$ cat config.mk
export PLATFORM = sky130hd
export DESIGN_NAME = stopwatch_ctrl_flat
export DESIGN_NICKNAME = d
export VERILOG_FILES = /design/src/rtl/stopwatch_ctrl_if.sv /design/src/rtl/stopwatch_ctrl.sv /design/src/flat_wrapper.sv
export SDC_FILE = /design/constraint.sdc
export NUM_CORES = 1
export LEC_CHECK = 0
export BUFFER_PORTS_ARGS = -buffer_cell sky130_fd_sc_hd__buf_4
export CORE_MARGIN = 4
export CORE_UTILIZATION = 55
export CTS_BUF_LIST = sky130_fd_sc_hd__clkbuf_4
export CTS_CLUSTER_SIZE = 25
export DETAILED_ROUTE_END_ITERATION = 12
export GPL_ROUTABILITY_DRIVEN = 0
export PLACE_DENSITY_LB_ADDON = 0.12
export RECOVER_POWER = 50
export SETUP_SLACK_MARGIN = 0.2
export SLEW_MARGIN = 15
export SYNTH_ARGS = -nofsm -noshare
export SYNTH_HDL_FRONTEND = slang
export SYNTH_SLANG_ARGS = --single-unit
$ cat constraint.sdc
create_clock -name clk -period 1.3 [get_ports clk]
set_input_delay 0.065 -clock clk [delete_from_list [all_inputs] [get_ports clk]]
set_output_delay 0.065 -clock clk [all_outputs]
set_load 0.02 [all_outputs]
$ cat src/rtl/stopwatch_ctrl_if.sv
`default_nettype none
// ============================================================================
//  Module      : stopwatch_ctrl_if
//  Description : Board-input / counter-control bundle for the stopwatch
//                control sequencer. The master drives the raw inputs and
//                ticks. The slave (stopwatch_ctrl) drives the control pulses
//                and the mode.
//  Revision    : 1.0  initial release
// ============================================================================
interface stopwatch_ctrl_if;
    logic       tick_1hz;
    logic       tick_2hz;
    logic       btn_pause;
    logic       btn_reset;
    logic       adj_sw;
    logic       sel;
    logic       cnt_en;
    logic       cnt_clr;
    logic       inc_min;
    logic       inc_sec;
    logic       blink_en;
    logic [1:0] state;

    modport master (
        output tick_1hz, tick_2hz, btn_pause, btn_reset, adj_sw, sel,
        input  cnt_en, cnt_clr, inc_min, inc_sec, blink_en, state
    );

    modport slave (
        input  tick_1hz, tick_2hz, btn_pause, btn_reset, adj_sw, sel,
        output cnt_en, cnt_clr, inc_min, inc_sec, blink_en, state
    );
endinterface
`default_nettype wire

$ cat src/rtl/stopwatch_ctrl.sv
`default_nettype none
// ============================================================================
//  Module      : stopwatch_ctrl
//  Description : Stopwatch control sequencer. It synchronizes and debounces
//                the board inputs and runs the IDLE/RUN/PAUSE/ADJ mode FSM.
//                It issues registered single-cycle count, clear and
//                field-increment pulses, and the display blink enable.
//  Revision    : 1.0  initial release
// ============================================================================
module stopwatch_ctrl #(
    parameter int DEBOUNCE_CYCLES = 4
) (
    input  wire               clk,
    input  wire               rst,
    stopwatch_ctrl_if.slave   bus_if
);

    localparam int            c_CW     = (DEBOUNCE_CYCLES > 1) ? $clog2(DEBOUNCE_CYCLES) : 1;
    localparam logic [c_CW-1:0] c_DB_MAX = c_CW'(DEBOUNCE_CYCLES - 1);

    localparam logic [1:0] c_IDLE  = 2'd0;
    localparam logic [1:0] c_RUN   = 2'd1;
    localparam logic [1:0] c_PAUSE = 2'd2;
    localparam logic [1:0] c_ADJ   = 2'd3;

    // Bit map of the synchronizer vectors: 0 pause, 1 reset, 2 adjust, 3 select
    logic [3:0] sync1_q;
    logic [3:0] sync2_q;
    logic [1:0] btn_ev;

    logic       ev_pause;
    logic       ev_reset;
    logic       adj_s;
    logic       sel_s;

    logic [1:0] state_q, state_d;
    logic [1:0] ret_q,   ret_d;
    logic       cnt_en_q,  cnt_en_d;
    logic       cnt_clr_q, cnt_clr_d;
    logic       inc_min_q, inc_min_d;
    logic       inc_sec_q, inc_sec_d;
    logic       blink_q,   blink_d;

    // Two-flop synchronizers for all asynchronous board inputs
    always_ff @(posedge clk or posedge rst) begin
        if (rst) begin
            sync1_q <= '0;
            sync2_q <= '0;
        end else begin
            sync1_q <= {bus_if.sel, bus_if.adj_sw, bus_if.btn_reset, bus_if.btn_pause};
            sync2_q <= sync1_q;
        end
    end

    // One debouncer per button. The level flips only after the synchronized
    // input has disagreed for DEBOUNCE_CYCLES consecutive cycles. A flip to 1
    // is registered as the press event, so releases stay silent.
    for (genvar gi = 0; gi < 2; gi++) begin : g_db
        logic [c_CW-1:0] cnt_q, cnt_d;
        logic            lvl_q, lvl_d;
        logic            ev_q,  ev_d;

        // Count disagreement cycles, flip level at the threshold
        always_comb begin
            cnt_d = cnt_q;
            lvl_d = lvl_q;
            ev_d  = 1'b0;
            if (sync2_q[gi] != lvl_q) begin
                if (cnt_q == c_DB_MAX) begin
                    lvl_d = ~lvl_q;
                    cnt_d = '0;
                    ev_d  = ~lvl_q;
                end else begin
                    cnt_d = cnt_q + 1'b1;
                end
            end else begin
                cnt_d = '0;
            end
        end

        // Debouncer state and event register
        always_ff @(posedge clk or posedge rst) begin
            if (rst) begin
                cnt_q <= '0;
                lvl_q <= 1'b0;
                ev_q  <= 1'b0;
            end else begin
                cnt_q <= cnt_d;
                lvl_q <= lvl_d;
                ev_q  <= ev_d;
            end
        end

        assign btn_ev[gi] = ev_q;
    end

    assign ev_pause = btn_ev[0];
    assign ev_reset = btn_ev[1];
    assign adj_s    = sync2_q[2];
    assign sel_s    = sync2_q[3];

    // State register, return-state register and registered outputs
    always_ff @(posedge clk or posedge rst) begin
        if (rst) begin
            state_q   <= c_IDLE;
            ret_q     <= c_IDLE;
            cnt_en_q  <= 1'b0;
            cnt_clr_q <= 1'b0;
            inc_min_q <= 1'b0;
            inc_sec_q <= 1'b0;
            blink_q   <= 1'b0;
        end else begin
            state_q   <= state_d;
            ret_q     <= ret_d;
            cnt_en_q  <= cnt_en_d;
            cnt_clr_q <= cnt_clr_d;
            inc_min_q <= inc_min_d;
            inc_sec_q <= inc_sec_d;
            blink_q   <= blink_d;
        end
    end

    // Next state: clear beats adjust entry/exit, which beats pause/run
    always_comb begin
        state_d = state_q;
        ret_d   = ret_q;
        if (ev_reset) begin
            state_d = c_IDLE;
            ret_d   = c_IDLE;
        end else if (adj_s && (state_q != c_ADJ)) begin
            ret_d   = state_q;
            state_d = c_ADJ;
        end else if (!adj_s && (state_q == c_ADJ)) begin
            state_d = ret_q;
        end else if (ev_pause) begin
            case (state_q)
                c_IDLE:  state_d = c_RUN;
                c_RUN:   state_d = c_PAUSE;
                c_PAUSE: state_d = c_RUN;
                default: state_d = state_q;
            endcase
        end
    end

    // Output pulses are qualified by the current (old) state; a clear
    // suppresses every other pulse in the same cycle
    always_comb begin
        cnt_en_d  = bus_if.tick_1hz & (state_q == c_RUN) & ~ev_reset;
        inc_min_d = bus_if.tick_2hz & (state_q == c_ADJ) & ~sel_s & ~ev_reset;
        inc_sec_d = bus_if.tick_2hz & (state_q == c_ADJ) &  sel_s & ~ev_reset;
        cnt_clr_d = ev_reset;
        blink_d   = (state_d == c_ADJ);
    end

    assign bus_if.cnt_en   = cnt_en_q;
    assign bus_if.cnt_clr  = cnt_clr_q;
    assign bus_if.inc_min  = inc_min_q;
    assign bus_if.inc_sec  = inc_sec_q;
    assign bus_if.blink_en = blink_q;
    assign bus_if.state    = state_q;

endmodule
`default_nettype wire

$ cat src/flat_wrapper.sv
// flat-port wrapper written by rule: the top's interface ports become plain ports
module stopwatch_ctrl_flat 
#(
    parameter int DEBOUNCE_CYCLES = 4
)
  (clk, rst, bus_if_tick_1hz, bus_if_tick_2hz, bus_if_btn_pause, bus_if_btn_reset, bus_if_adj_sw, bus_if_sel, bus_if_cnt_en, bus_if_cnt_clr, bus_if_inc_min, bus_if_inc_sec, bus_if_blink_en, bus_if_state);
  stopwatch_ctrl_if bus_if_i ();
  input  wire clk;
  input  wire rst;
  input wire logic [$bits(bus_if_i.tick_1hz)-1:0] bus_if_tick_1hz;
  input wire logic [$bits(bus_if_i.tick_2hz)-1:0] bus_if_tick_2hz;
  input wire logic [$bits(bus_if_i.btn_pause)-1:0] bus_if_btn_pause;
  input wire logic [$bits(bus_if_i.btn_reset)-1:0] bus_if_btn_reset;
  input wire logic [$bits(bus_if_i.adj_sw)-1:0] bus_if_adj_sw;
  input wire logic [$bits(bus_if_i.sel)-1:0] bus_if_sel;
  output wire logic [$bits(bus_if_i.cnt_en)-1:0] bus_if_cnt_en;
  output wire logic [$bits(bus_if_i.cnt_clr)-1:0] bus_if_cnt_clr;
  output wire logic [$bits(bus_if_i.inc_min)-1:0] bus_if_inc_min;
  output wire logic [$bits(bus_if_i.inc_sec)-1:0] bus_if_inc_sec;
  output wire logic [$bits(bus_if_i.blink_en)-1:0] bus_if_blink_en;
  output wire logic [$bits(bus_if_i.state)-1:0] bus_if_state;
  assign bus_if_i.tick_1hz = bus_if_tick_1hz;
  assign bus_if_i.tick_2hz = bus_if_tick_2hz;
  assign bus_if_i.btn_pause = bus_if_btn_pause;
  assign bus_if_i.btn_reset = bus_if_btn_reset;
  assign bus_if_i.adj_sw = bus_if_adj_sw;
  assign bus_if_i.sel = bus_if_sel;
  assign bus_if_cnt_en = bus_if_i.cnt_en;
  assign bus_if_cnt_clr = bus_if_i.cnt_clr;
  assign bus_if_inc_min = bus_if_i.inc_min;
  assign bus_if_inc_sec = bus_if_i.inc_sec;
  assign bus_if_blink_en = bus_if_i.blink_en;
  assign bus_if_state = bus_if_i.state;
  stopwatch_ctrl #(.DEBOUNCE_CYCLES(DEBOUNCE_CYCLES)) u_core (.clk(clk), .rst(rst), .bus_if(bus_if_i));
endmodule
### Word-level counts from Yosys, hierarchy flattened

Cells that the tools add are included.
W data, S select, Z words.

| storage, ports and cells | value |
|---|---|
| input bits | 8 |
| output and inout port bits | 7 |
| logic and storage cells | 60 |
| register bits after elaboration | 25 |

| operators by class | value |
|---|---|
| add/sub/neg operators | 2 |
| muxes and demuxes | 15 |
| reduce and logical (&&, ||, !) cells | 8 |
| bitwise logic cells | 11 |
| equality and inequality tests | 9 |

Operators with widths:

| cell | count |
|---|---|
| $mux W2 | 10 |
| $eq A2 B2 Y1 const B | 5 |
| $and A1 B1 Y1 | 7 |
| $add A2 B1 Y2 const B | 2 |
| $mux W1 | 4 |
| $not A1 Y1 | 4 |
| $pmux W2 S2 | 1 |
| $reduce_and A2 Y1 | 2 |
| $eq A2 B1 Y1 const B | 1 |
| $logic_and A1 B1 Y1 | 2 |
| $logic_not A2 Y1 | 1 |
| $ne A1 B1 Y1 | 2 |
| $ne A2 B2 Y1 const B | 1 |
| $reduce_bool A2 Y1 | 1 |
| $reduce_or A2 Y1 | 1 |
| $logic_not A1 Y1 | 1 |

### Depth between registers and ports, before layout

Gate-level depths: netlist (run 1).

| depth | value |
|---|---|
| word-level depth | 8 |
| depth in mapped cells | 3 |
| gate-level depth less buffers | 3 |

### Worst setup path after synthesis (run 1)

OpenSTA, ideal clock, no wires.

| timing path | value |
|---|---|
| kind | register to register |
| from | register u_core.state_q[1], in the netlist u_core.bus_if.state[1] |
| to | register u_core.blink_q, in the netlist u_core.bus_if.blink_en |
| data required time | 1.213 ns |
| setup time | 0.087 ns |
| data arrival time | 1.123 ns |
| clock period less this slack | 1.209 ns |
| path buffers | 0 |
| slack | 0.091 ns |
| cell stages (with the launch flop) | 4 |
| path through | dfrtp_1 -> or2_0 -> a41o_1 -> a211oi_2 |

| between the ends | value |
|---|---|
| word-level cells in the longest chain between the ends | 8 |
| elaborated cells on any way between the ends | 14 |
| classes of those cells | eq/ne: 5; mux: 5; reduce/logical: 4 |

Ends and longest elaborated chain:

| what | line | source |
|---|---|---|
| start, declared | stopwatch_ctrl.sv:36 | `logic [1:0] state_q, state_d;` |
| start signal, assigned | stopwatch_ctrl.sv:105 | `state_q <= c_IDLE;` |
| start signal, assigned | stopwatch_ctrl.sv:113 | `state_q <= state_d;` |
| $eq A2 B2 Y1 / $logic_not A2 Y1 (equally long branches) | stopwatch_ctrl.sv:136 | `case (state_q)` |
| $reduce_or A2 Y1 (no source line) | - |  |
| $pmux W2 S2 | stopwatch_ctrl.sv:136 |  |
| $mux W2 | stopwatch_ctrl.sv:135 | `end else if (ev_pause) begin` |
| $mux W2 | stopwatch_ctrl.sv:133 | `end else if (!adj_s && (state_q == c_ADJ)) begin` |
| $mux W2 (*) | stopwatch_ctrl.sv:130 | `end else if (adj_s && (state_q != c_ADJ)) begin` |
| $mux W2 (*) | stopwatch_ctrl.sv:127 | `if (ev_reset) begin` |
| $eq A2 B2 Y1 (*) | stopwatch_ctrl.sv:152 | `blink_d = (state_d == c_ADJ);` |
| via u_core.blink_d | stopwatch_ctrl.sv:42 | `logic blink_q, blink_d;` |
| end signal, assigned | stopwatch_ctrl.sv:119 | `blink_q <= blink_d;` |
| end, declared | stopwatch_ctrl.sv:42 |  |

Mark *: on every way through the listed nets, which the timed path passes. The rest lies on a longest branch.
A chain may end at the register's enable or synchronous reset.

### Worst setup path after layout (run 1)

Ends and elaborated chain as after synthesis.

==> reports/summary.md, run 1 <==
For the portion of total power attributed to the clock network, the log shows 0.153. The number of antenna violations at the first check in global routing was 0. The signal on the critical path passes through or2_0, a41o_1, a211oi_2.

The final non-filler cell area came out at 1090 µm². Total power for the finished layout comes to 0.00209 W. For the net count of the mapped netlist, the log shows 73. Summed over all nets, the switching power comes to 0.000660 W. For this design the ratio of total power to cell area is 1910 nW/µm².

The path category of the worst min-delay check is input pin to flop. At the end of the flow, the number of nets in the layout was 99. Data on the critical path arrives at its endpoint at 1.31 ns.

For the total of warnings raised by yosys, the log shows 0. The tools report the root cell of the clock tree as clkbuf_4. Entering global routing, the biggest net connects 26 pins. The tool flagged a number of max-cap violations equal to 0.

In this design, the stage delay of the slowest critical-path cell is 0.45 ns. For flop-to-flop paths, the worst setup slack is 0.22 ns. The count of buffers added on input and output ports is 14. The post-synthesis instance total is 63.

From synthesis to final layout, the design area changed by 25.8%. The tools report the post-synthesis sequential area ratio as 0.719. The floorplan die height came out at 47.8 µm. Source of the worst hold timing path: bus_if_tick_1hz. For hold timing, the worst endpoint is u_core.bus_if.cnt_en.

Final-report max-slew violation count: 0. The total die area came out at 2280 µm². The launching element type of the critical path was a flop. In this run the worst setup path begins at u_core.bus_if.state[1]. Synthesis inferred 25 register bits. Setup repair after global routing could not meet its margin everywhere. The share of cells above drive strength 1 is 0.307, and the total count of hold-check failures in the final report is 0. For the total number of placement rows, the log shows 14.

The tools report the global routing usage summed across all routing layers as 0.141. The clock arrives with 0.00372 ns of skew. The core region is 1510 µm². The total negative slack for setup checks is 0 ns. In this run the static leakage power is 0.543 nW. The top cell type's share of synthesized area was 0.719. The slew at the pin closest to its max-slew limit was 0.594 ns.

dfrtp_1 takes more of the synthesized area than any other cell. The cell with the largest stage delay on the worst path was dfrtp_2. The cell area that synthesis handed to floorplanning was 870 µm². The required time at the worst-slack endpoint is 1.52 ns, and the total via count after detailed routing is 538. The sequential share of power is 0.533.

In this run the critical register-to-register path is captured at u_core.bus_if.blink_en. From left edge to right edge, the die measures 47.8 µm. The remaining max-slew budget at the tightest pin was 0.604; the count of fill cells added during filler insertion was 105.

During I/O placement, the number of pins put on the boundary was 15. The via count of the first global-routing pass was 546. The worst setup path is captured at a flop.

The time the worst path needs with I/O delays and setup was 1.08 ns; the number of buffers created by CTS was 3. The flow ran to the end, and the final reports show no timing, DRC or antenna violations. Number of cells traversed by the worst hold path: 2. The worst register-to-register path has a depth of 3.

The number of different library cells used by synthesis comes to 19. Leaving out fill and tap cells, the most frequent cell in the layout is dfrtp_1. After clock tree synthesis, the clock-pin slew on the worst setup and hold paths is 0.13 ns.

After global routing the overflow that remains totals 0. Critical setup path kind: flop to flop. The switching fraction of total power works out to 0.315. The highest fanout seen on the critical path was 6; the post-route DRC violation count was 0. The post-detailed-route via-to-cell ratio was 5.17. The detailed placer's ending HPWL came out at 876 µm.

For the highest ir drop seen on vdd, the log shows 1.21 mV. The run gives 0.314 as the combinational group share of total power. The run gives 0.30 ns as the clock latency of the later-clocked register in the worst-skew pair. The first TritonRoute pass finished after 4 iterations. In this run the deepest clock path goes through 2 buffers. The startpoint of the worst-slack reg-to-reg timing path was u_core.bus_if.state[1]. The logs give 25 for the count of clock tree sinks and 0.00143 W for the internal cell power.

The run gives 0.577 as the initial core utilization. Part of the cycle the worst path needs: 0.834. For the total area of sequential cells, the log shows 628 µm². Broken down by cell family, the worst path's largest delay share belongs to flip-flops.

Summing all multi-input logic gate instances after layout gives 221 µm². The tools report the wire length of the first global-routing pass as 2.25 mm. In the final routed layout, each cell accounts on average for 12.5 µm. By area the synthesized netlist is led by dfrtp_1 (72%), ha_1 (2.9%), nor3_1 (2.9%). The top cell types in the final layout, fill and taps aside, are dfrtp_1 (23), buf_4 (10), clkbuf_4 (8), dlygate4sd3_1 (6). The run gives 0 as the number of setup violations in the final report. The sum of buffers and inverters on the critical path is 0.

The tools report the aggregate routed wire length as 1.30 mm. The run gives 0 as the number of diodes. After synthesis, the mean cell area works out to 13.8 µm². TritonCTS built the clock tree.

Across all hold checks on the routed design, the worst slack comes to 0.0643 ns. The count of nets left with antenna violations once routing finished came out at 0. The number of levels in the clock H-tree was 1; the maximum clock frequency was 0.922 GHz. After detailed placement, the total cell area comes to 1000 µm². The DRC violation total after the first TritonRoute iteration came out at 3.
[registers in the layout, indices dropped and copies added, names as in the netlist, 2 cells and up]
| register | count |
|---|---|
| u_core.g_db.cnt_q | 4 |
| u_core.sync1_q | 4 |
| u_core.sync2_q | 4 |
| u_core.bus_if.state | 2 |
| u_core.g_db.lvl_q | 2 |
| u_core.ret_q | 2 |
[layout make-up]
class	count	area share
timing repair buffer	22	0.162
inverter	5	0.0172
sequential	25	0.574
clock buffer	3	0.0206
tap	16	0.0183
multi-input combinational	32	0.203
clock inverter	1	0.00458
[worst max path at each step]
stage,slack [ns],to,cells past startpoint
global placement,0.21,u_core.bus_if.blink_en,3
global route,0.17,u_core.bus_if.blink_en,3
floorplan,0.21,u_core.bus_if.blink_en,3
detailed placement,0.20,u_core.bus_if.blink_en,3
CTS,0.21,u_core.bus_if.blink_en,3
finish,0.22,u_core.bus_if.blink_en,3
[worst register-to-register path: cells and delay by family (launching register included)]
family           cells  cell delay [ns]
AO/OA/AOI/OAI        2             0.35
flip-flops           1             0.45
AND/OR/NAND/NOR      1             0.21
[power by group through the flow]
stage / Sequential [W] / Clock, W / Combinational, W
after global routing: 0.00115 / 0.000359 / 0.000733
after global placement: 0.00112 / 0 / 0.000603
after floorplan: 0.00119 / 0 / 0.000344
after detailed placement: 0.00113 / 0 / 0.000619
final: 0.00111 / 0.000320 / 0.000658
after CTS: 0.00112 / 0.000330 / 0.000670
[cells in the mapped netlist]
| master | count |
|---|---|
| a211oi_2 | 1 |
| a21oi_1 | 1 |
| a41o_1 | 1 |
| and2b_2 | 1 |
| and3b_1 | 1 |
| and4bb_2 | 1 |
| clkbuf_1 | 1 |
| dfrtp_1 | 25 |
| ha_1 | 2 |
| inv_1 | 5 |
| mux2_2 | 2 |
| nand2_1 | 3 |
| nor2_1 | 4 |
| nor2b_1 | 3 |
| nor3_1 | 5 |
| nor4_1 | 2 |
| o21ai_0 | 2 |
| or2_0 | 1 |
| xnor2_1 | 2 |
[routing by layer]
layer | vias up | GRT usage | routed length (µm)
li1 | 259 | - | -
met1 | 264 | 0.184 | 547
met2 | 13 | 0.237 | 661
met3 | 2 | 0.0226 | 81
met4 | 0 | 0.0484 | 9
met5 | - | 0 | 0
[per-stage QoR]
step,cells,worst slack (ns),util
2_1_floorplan,63,0.211,-
3_3_place_gp,93,0.207,0.664
3_5_place_dp,93,0.201,0.664
4_1_cts,104,0.207,0.728
5_1_grt,104,0.170,0.726
6_report,104,0.215,0.726
[what timing repair did]
item,in CTS,in global routing
setup endpoints to repair,1,2
buffers inserted,1,0
gates resized for setup,0,1
pin swaps,1,0
endpoints found under the hold margin,30,0
hold buffers,6,0
[cells by family (layout without fill, tap and decap cells)]
logic type,Yosys count,after routing,share of synthesized area
compound gates,5,5,0.0432
xor+xnor,2,2,0.0201
fa+ha+maj,2,2,0.0288
buf+inv,6,31,0.0259
flops,25,25,0.719
mux,2,2,0.0259
simple gates,21,21,0.137
Note: power is estimated with default switching activity, not from simulation.
==> run 2, diff against run 1 <==
--- a/config.mk
+++ b/config.mk
@@ -7,7 +7,7 @@
 export LEC_CHECK = 0
 export BUFFER_PORTS_ARGS = -buffer_cell sky130_fd_sc_hd__buf_4
 export CORE_MARGIN = 4
-export CORE_UTILIZATION = 55
+export CORE_UTILIZATION = 50
 export CTS_BUF_LIST = sky130_fd_sc_hd__clkbuf_4
 export CTS_CLUSTER_SIZE = 25
 export DETAILED_ROUTE_END_ITERATION = 12
==> constraint.sdc (replaced) <==
create_clock -name clk -period 0.9 [get_ports clk]
set_input_delay 0.045 -clock clk [delete_from_list [all_inputs] [get_ports clk]]
set_output_delay 0.045 -clock clk [all_outputs]
set_load 0.02 [all_outputs]
==> reports/summary.md, run 2 (synthesis results as in run 1) <==
The run gives 106 (+7.1%) as the number of nets at the end of the flow. The tools report the source of the worst hold timing path as bus_if_tick_2hz. The worst clock skew is 0.00163 ns (-0.00209 ns), and the wire length per cell is 13.5 µm (+7.8%).

In the final layout, the registers with the most flip-flops are u_core.g_db.cnt_q (4), u_core.sync1_q (4), u_core.sync2_q (4). The tools report the number of I/O pins as 15 (unchanged). The startpoint identified for the worst register-to-register timing path is u_core.ev_pause.

The die extent in x is 49.7 µm (+4.1%). Total via count after detailed routing: 572 (+6.3%). The leakage power of the design is 0.606 nW (+11%).

The count of fill cells added during filler insertion is 99 (-5.7%). The wire length of the first global-routing pass was 2.70 mm (+20%). The tools report the number of hold buffers added after cts as 5 (-1). Highest ir drop seen on vdd: 1.74 mV (+44%). The final core utilization is 0.794 (+0.0685). The total number of placement rows was 14 (unchanged). The worst hold slack after final layout is -0.0192 ns (-0.0835 ns), and the remaining max-slew budget at the tightest pin is 0.654 (+0.0501). The total grt overflow was 0 (unchanged). The run gives 12 (+12) as the number of setup violations in the final report.

The aggregate routed wire length was 1.49 mm (+15%); the total count of hold-check failures in the final report was 2 (+2). Endpoint of the worst register-to-register path: u_core.bus_if.blink_en. The checks that failed: negative hold slack, negative setup slack. The run gives 1580 µm² (+4.7%) as the floorplan core area. The logic depth of the worst register-to-register path is 3 (unchanged). The required time at the worst-slack endpoint came out at 1.14 ns (-0.38 ns). The residual antenna-violating net count after detailed routing came out at 0 (unchanged). The flow ran to the end, but the final reports show violations. The share of cells above drive strength 1 is 0.484 (+0.177). Path category of the worst min-delay check: input pin to flop. For the clock latency of the later-clocked register in the worst-skew pair, the log shows 0.31 ns (about the same). The power density relative to cell area is 2890 nW/µm² (+51%).

The worst setup path is captured at a flop. Initial core utilization: 0.552 (-0.0257). The library cell used most frequently in the layout, excluding fill and tap cells, is dfrtp_1. The logs give -0.185 ns (-0.386 ns) for the worst setup timing slack at the placement stage and -0.180 ns (-0.395 ns) for the post-route worst setup slack.

The maximum clock insertion buffer count is 2 (unchanged), and the area growth from synthesis to final layout is 44.0%. The count of port buffers added during placement is 14 (unchanged). In the layout the commonest cells are dfrtp_1 (23), buf_4 (9), buf_6 (9), clkbuf_4 (8). The slew at the pin closest to its max-slew limit was 0.519 ns (-0.0752 ns); the final-report max-slew violation count was 0 (unchanged). The tools report the launching element type of the critical path as a flop. The highest fanout seen on the critical path was 3 (-3); the post-detailed-route via-to-cell ratio was 5.15 (-0.39%). The number of antenna violations at the first check in global routing came out at 0 (unchanged). The part of the cycle the worst path needs came out at 1.20 (+0.366). The time the worst path needs with I/O delays and setup was 1.08 ns (-0.00461 ns). Setup repair after global routing could not meet its margin everywhere. The detailed placer's ending HPWL is 955 µm (+9.1%). For the count of clock tree sinks, the log shows 25 (unchanged). The number of buffers created by CTS was 3 (unchanged); the data arrival time of the critical path was 1.32 ns (about the same). The run gives 26 (unchanged) as the largest net degree at the start of global routing. Clock-pin slew on the worst setup and hold paths: 0.13 ns (about the same). The total die area is 2470 µm² (+8.3%). The number of cells traversed by the worst hold path is 3 (+1), and the minimum setup slack among reg-to-reg paths is -0.18 ns (-0.40 ns).

The logs give 0.926 GHz (+0.43%) for the maximum clock frequency and 0 (unchanged) for the max-capacitance violation count. The post-route DRC violation count was 0 (unchanged); the detailed-routing iteration count for the pre-antenna-repair pass was 2 (-2). The DRC violation total after the first TritonRoute iteration is 3 (unchanged), and the global routing usage summed across all routing layers is 0.148 (+0.00741). The floorplan die height works out to 49.7 µm (+4.1%). The via count of the first global-routing pass was 605 (+11%). The worst-case hold path end point is u_core.bus_if.inc_min.

The critical setup path kind is flop to flop. TritonCTS built the clock tree. The run gives 0 (unchanged) as the number of diodes. In this run the clock root is driven by a clkbuf_4. The run gives 1 (unchanged) as the number of levels in the clock H-tree.
==> run 2: cell count changes in the layout (fill, tap and decap cells not counted), sizes merged <==
cell         previous run  this run
clkbuf                  9         8
clkinv                  1         0
dlygate4sd3             6         5
buf                    10        19
clkinvlp                0         1
==> run 2: critical path, cell delays in order, from the launching register on <==
cell and delay (ns):
dfrtp_1 0.42, or2_1 0.24, a41o_1 0.21, a211oi_2 0.14
==> run 2: metrics by stage <==
| step | instances | hold slack, ns | power (W) | TNS, ns | instance area (µm²) |
|---|---|---|---|---|---|
| 2_1_floorplan | 63 | 0.0722 | 0.00223 | -0.526 | 887 |
| 3_3_place_gp | 98 | 0.113 | 0.00262 | -0.534 | 1040 |
| 3_5_place_dp | 98 | 0.127 | 0.00268 | -0.697 | 1040 |
| 4_1_cts | 109 | -0.0451 | 0.00350 | -1.22 | 1220 |
| 5_1_grt | 111 | -0.0260 | 0.00389 | -2.22 | 1250 |
| 6_report | 111 | -0.0192 | 0.00362 | -1.24 | 1250 |
==> run 2: final cells by class <==
| type | count | area, µm² | share of cell area |
|---|---|---|---|
| Clock buffer | 3 | 22.5 | 0.0180 |
| Clock inverter | 1 | 7.51 | 0.00599 |
| Multi-Input combinational cell | 32 | 294 | 0.235 |
| Timing Repair Buffer | 29 | 262 | 0.209 |
| Tap cell | 16 | 20.0 | 0.0160 |
| Inverter | 5 | 18.8 | 0.0150 |
| Sequential cell | 25 | 628 | 0.501 |
==> run 2: worst max path at each step <==
stage,start,end,slack [ns],cells after the start
2_1_floorplan,u_core.bus_if.state[1],u_core.bus_if.blink_en,-0.19,3
3_3_place_gp,u_core.bus_if.state[1],u_core.bus_if.blink_en,-0.14,3
3_5_place_dp,u_core.ev_pause,u_core.bus_if.blink_en,-0.19,3
4_1_cts,u_core.ev_pause,u_core.bus_if.blink_en,-0.18,3
5_1_grt,u_core.ev_pause,u_core.bus_if.blink_en,-0.23,3
6_report,u_core.ev_pause,u_core.bus_if.blink_en,-0.18,3
==> run 2: routing by layer <==
metal | share of wire | wire length, µm | GRT usage | vias to the layer above
li1 | - | - | - | 277
met1 | 0.37 | 555 | 0.155 | 277
met2 | 0.56 | 838 | 0.269 | 16
met3 | 0.060 | 89 | 0.0602 | 2
met4 | 0.0067 | 10 | 0.0415 | 0
met5 | 0 | 0 | 0 | -
==> run 2: timing repair <==
action,4_1_cts,5_1_grt
gates resized for setup,17,5
pin swaps,2,0
setup endpoints to repair,23,23
endpoints found under the hold margin,31,2
setup buffers,2,2
==> run 2: report_power, final <==
| group | switching (W) | total [W] | internal [W] |
|---|---|---|---|
| registers | 0.000254 | 0.00167 | 0.00142 |
| logic | 0.000616 | 0.00146 | 0.000846 |
| clock network | 0.000317 | 0.000487 | 0.000169 |
| total | 0.00119 | 0.00362 | 0.00243 |
